<file path="config.mk">
export PLATFORM = sky130hd
export DESIGN_NAME = bin_gray_counter
export DESIGN_NICKNAME = d
export VERILOG_FILES = /design/src/rtl/gray_pkg.sv /design/src/rtl/bin_gray_enc.sv /design/src/rtl/bin_gray_counter.sv
export SDC_FILE = /design/constraint.sdc
export NUM_CORES = 1
export LEC_CHECK = 0
export ABC_AREA = 1
export BUFFER_PORTS_ARGS = -buffer_cell sky130_fd_sc_hd__buf_2
export CAP_MARGIN = 40
export CORE_MARGIN = 1
export CORE_UTILIZATION = 35
export CTS_CLUSTER_SIZE = 14
export DETAILED_ROUTE_END_ITERATION = 8
export PLACE_DENSITY = 0.66
export SETUP_SLACK_MARGIN = 0.15
export SLEW_MARGIN = 30
export SYNTH_ARGS = -nofsm -noshare
export SYNTH_HDL_FRONTEND = slang
export SYNTH_HIERARCHICAL = 1
export SYNTH_SLANG_ARGS = --single-unit
</file>
<file path="constraint.sdc">
create_clock -name clk_i -period 3.5 [get_ports clk_i]
set_input_delay 1.05 -clock clk_i [delete_from_list [all_inputs] [get_ports clk_i]]
set_output_delay 1.05 -clock clk_i [all_outputs]
set_load 0.01 [all_outputs]
</file>
<file path="src/rtl/gray_pkg.sv">
// Shared constants and helpers for the binary/Gray conversion pair.
package gray_pkg;

  localparam int unsigned GRAY_DEFAULT_WIDTH = 4;
  localparam int unsigned GRAY_MAX_WIDTH     = 32;

  // Narrower values are zero-extended, so the Gray MSB equals the binary MSB.
  function automatic logic [GRAY_MAX_WIDTH-1:0] bin2gray(input logic [GRAY_MAX_WIDTH-1:0] value);
    return value ^ (value >> 1);
  endfunction

  function automatic int unsigned popcount(input logic [GRAY_MAX_WIDTH-1:0] value);
    int unsigned cnt;
    cnt = 0;
    for (int i = 0; i < GRAY_MAX_WIDTH; i++) begin
      cnt += int'(value[i]);
    end
    return cnt;
  endfunction

endpackage

</file>
<file path="src/rtl/bin_gray_enc.sv">
// Combinational binary-to-Gray encoder, WIDTH bits wide.
module bin_gray_enc
  import gray_pkg::*;
#(
  parameter int unsigned WIDTH = GRAY_DEFAULT_WIDTH
) (
  input  logic [WIDTH-1:0] bin_i,
  output logic [WIDTH-1:0] gray_o
);

  always_comb begin
    gray_o = WIDTH'(bin2gray(GRAY_MAX_WIDTH'(bin_i)));
  end

endmodule

</file>
<file path="src/rtl/bin_gray_counter.sv">
// Registered up/down counter with a registered Gray-coded copy of the count.
// Define GRAY_STEP_CHECK_EN to build the sticky single-bit-step checker driving err_o.
module bin_gray_counter
  import gray_pkg::*;
#(
  parameter int unsigned WIDTH = GRAY_DEFAULT_WIDTH
) (
  input  logic             clk_i,
  input  logic             rst_i,
  input  logic             en_i,
  input  logic             up_i,
  input  logic             load_i,
  input  logic [WIDTH-1:0] load_bin_i,
  output logic [WIDTH-1:0] bin_o,
  output logic [WIDTH-1:0] gray_o,
  output logic             wrap_o,
  output logic             err_o
);

  logic [WIDTH-1:0] bin_q, bin_d;
  logic [WIDTH-1:0] gray_q, gray_d;
  logic             wrap_q, wrap_d;

  // Priority: load, then count, then hold.
  always_comb begin
    bin_d  = bin_q;
    wrap_d = 1'b0;
    if (load_i) begin
      bin_d = load_bin_i;
    end else if (en_i) begin
      if (up_i) begin
        bin_d  = bin_q + WIDTH'(1);
        wrap_d = &bin_q;
      end else begin
        bin_d  = bin_q - WIDTH'(1);
        wrap_d = ~|bin_q;
      end
    end
  end

  // Gray is encoded from the next binary value so both registers flip on the same edge.
  bin_gray_enc #(
    .WIDTH(WIDTH)
  ) u_enc (
    .bin_i (bin_d),
    .gray_o(gray_d)
  );

  always_ff @(posedge clk_i or posedge rst_i) begin
    if (rst_i) begin
      bin_q  <= '0;
      gray_q <= '0;
      wrap_q <= 1'b0;
    end else begin
      bin_q  <= bin_d;
      gray_q <= gray_d;
      wrap_q <= wrap_d;
    end
  end

  assign bin_o  = bin_q;
  assign gray_o = gray_q;
  assign wrap_o = wrap_q;

`ifdef GRAY_STEP_CHECK_EN
  logic [WIDTH-1:0] prev_gray_q;
  logic             step_q;
  logic             err_q, err_d;
  int unsigned      diff_bits;

  // Only updates caused by a count step are held to the one-bit rule.
  always_comb begin
    diff_bits = popcount(GRAY_MAX_WIDTH'(gray_q ^ prev_gray_q));
    err_d     = err_q | (step_q && (diff_bits != 1));
  end

  always_ff @(posedge clk_i or posedge rst_i) begin
    if (rst_i) begin
      prev_gray_q <= '0;
      step_q      <= 1'b0;
      err_q       <= 1'b0;
    end else begin
      prev_gray_q <= gray_q;
      step_q      <= en_i & ~load_i;
      err_q       <= err_d;
    end
  end

  assign err_o = err_q;
`else
  assign err_o = 1'b0;
`endif

endmodule

</file>
==> flow_metrics.tcl <==
set metrics [dict create \
    status "completed" \
    fmax_mhz 443 \
    cts_setup_buffers 0 \
    ir_worst_vdd_uv 206 \
    cts_tree "done" \
    crit_fanout 5 \
    nets 103 \
    port_buffers 17 \
    drt-initial-drc-count 16 \
    grt_antenna_before_repair 0 \
    grt_start_max_net_pins 10 \
    clk_pin_slew_ns 0.06 \
    min_path_type "flop to flop" \
    wl_um 952 \
    avgRoutedWirePerCell_um 9.07 \
    synth_top_area_cell "dfrtp_1" \
    finClkSkew_ns 0.00436 \
    drcViolationCount 0 \
    pre_cts_ws_ns 0.973 \
    p_leak_nw 0.377 \
    detailed_place_hpwl_um 780 \
    grt-ovfl-total 0 \
    avgSynthCellArea_um2 7.33 \
    fillerInstances 134 \
    endpoint_kind "flop" \
    netlist_area_um2 520 \
    fin_util_pct 47.1 \
    synth.area.top_cells "dfrtp_1 (43%), nand2_1 (19%), inv_1 (7.2%), nor2_1 (5.0%), a21oi_1 (4.8%)" \
    maxCapViolations 0 \
    syn_nets 83 \
    die_area_um2 1650 \
    drive_above_1_share_pct 22.2 \
    ioPinCount 19 \
    syn-instance-count 71 \
    yosysTopAreaCellShare_pct 43.3 \
    grt_pass1_wl_mm 1.64 \
    required_ns 3.64 \
    ys_seq_area_share_pct 43.3 \
    ctsHoldBuffers 0 \
    die_width_um 40.6 \
    cts_resized 0 \
    startpoint_type "input port" \
    cts.sink_count 9 \
    yosys_warnings 6 \
    drt-vias-per-instance 4.32 \
    place_area_um2 609 \
    timing.final.crit_share_pct 64.5 \
    power-per-cell-area_nw_per_um2 458 \
    antenna_cells 0 \
    start_util_pct 38.6 \
    areaGrowthSynthToFinish_pct 22.1 \
    vias 454 \
    cts_root_buf "clkbuf_4" \
    fp.dieH_um 40.6 \
    synth-seq-cells 9 \
    setup_viol 0 \
    critical_path_arrival_ns 2.40 \
    grt_setup_unrepaired "false" \
    grt_pass1_vias 385 \
    setup_tns_ns 0 \
    htree_levels 1 \
    rows 13 \
    clock_latency_ns 0.25 \
    p_total_mw 0.291 \
    crit_type "input port to flop" \
    postRouteAntennaNets 0 \
    drv_slew 0 \
    finalWorstSetupSlack_ns 1.24 \
    dr.pass1.iters 4 \
    clk_path_buf_depth 2 \
    core_um2 1350 \
    grt_usage_pct 15.2 \
    finalInstanceArea_um2 636 \
    fin_crit_ns 2.26 \
    numCtsBuffers 3 \
    hold_viol 0 \
    ys_types 15 \
    finalWeightedCongestion 0.754 \
]
==> cell type report <==
type | instances | area (um^2) | area share [%]
inverter | 10 | 37.5 | 5.91
clock buffer | 4 | 26.3 | 4.13
sequential | 9 | 225 | 35.4
multi-input combinational | 50 | 243 | 38.2
timing repair buffer | 17 | 85.1 | 13.4
tap | 15 | 18.8 | 2.95
==> state kept, by name (all words and copies together) (netlist names) <==
register	flops
bin_o	4
gray_o	4
wrap_o	1
==> synthesized netlist by cell type <==
library cell	instances
nand3_1	2
buf_4	2
dfrtp_1	9
nand2_1	26
ha_1	2
conb_1	1
inv_1	10
xnor2_1	1
fa_1	1
o21ai_1	2
o21ai_0	1
or2_1	1
a21oi_1	5
nor2_1	7
nor3_1	1
==> final timing paths <==
| path | start | to | slack (ns) | cells past startpoint |
|---|---|---|---|---|
| setup / recovery | up_i | gray_o[2] | 1.24 | 11 |
| hold / removal | bin_o[3] | wrap_o | 0.67 | 3 |
| setup reg to reg | bin_o[0] | gray_o[2] | 1.81 | 9 |
| hold reg to reg | bin_o[3] | wrap_o | 0.67 | 3 |
| max in group asynchronous | rst_i | bin_o[0] | 2.51 | 2 |
| min in group asynchronous | rst_i | bin_o[2] | 0.74 | 2 |
==> cells by family after synthesis <==
| family | share of synthesized area (%) |
|---|---|
| buf+inv | 10.1 |
| fa+ha+maj | 8.65 |
| flops | 43.3 |
| other cells | 0.720 |
| simple gates | 27.9 |
| xor+xnor | 1.68 |
| compound gates | 7.69 |
==> worst max-delay path, cell delays in order <==
cell,delay (ns)
buf_2,0.10
inv_1,0.11
fa_1,0.45
nand2_1,0.08
nand2_1,0.04
nor2_1,0.08
a21oi_1,0.04
o21ai_1,0.23
inv_1,0.10
nand2_1,0.07
nand2_1,0.05
==> report_power, final <==
part           leakage, nW  internal (mW)  switching, mW
clock               0.0150         0.0436         0.0316
combinational        0.253         0.0352         0.0500
sequential           0.108          0.119         0.0115
==> cell usage in the layout, fill, tap and decap left out <==
cell and n:
a21oi_1 5, buf_2 17, clkbuf_1 1, clkbuf_4 3, conb_1 1, dfrtp_1 9
fa_1 1, ha_1 2, inv_1 10, nand2_1 26, nand3_1 2, nor2_1 7
nor3_1 1, o21ai_0 1, o21ai_1 2, or2_1 1, xnor2_1 1
==> stage by stage <==
step / hold slack [ns] / std cells
3_5_place_dp: 0.676 / 101
4_1_cts: 0.683 / 105
5_1_grt: 0.706 / 105
6_report: 0.674 / 105
3_3_place_gp: 0.669 / 101
2_1_floorplan: 0.664 / 71
==> metal layers <==
| layer | share of wire [%] | global-route usage (%) | vias up |
|---|---|---|---|
| li1 | - | - | 250 |
| met1 | 49 | 20.0 | 193 |
| met2 | 47 | 23.8 | 11 |
| met3 | 3.7 | 7.22 | 0 |
| met4 | 0 | 0 | 0 |
| met5 | 0 | 0 | - |
Power figures use the tool's default switching activity.
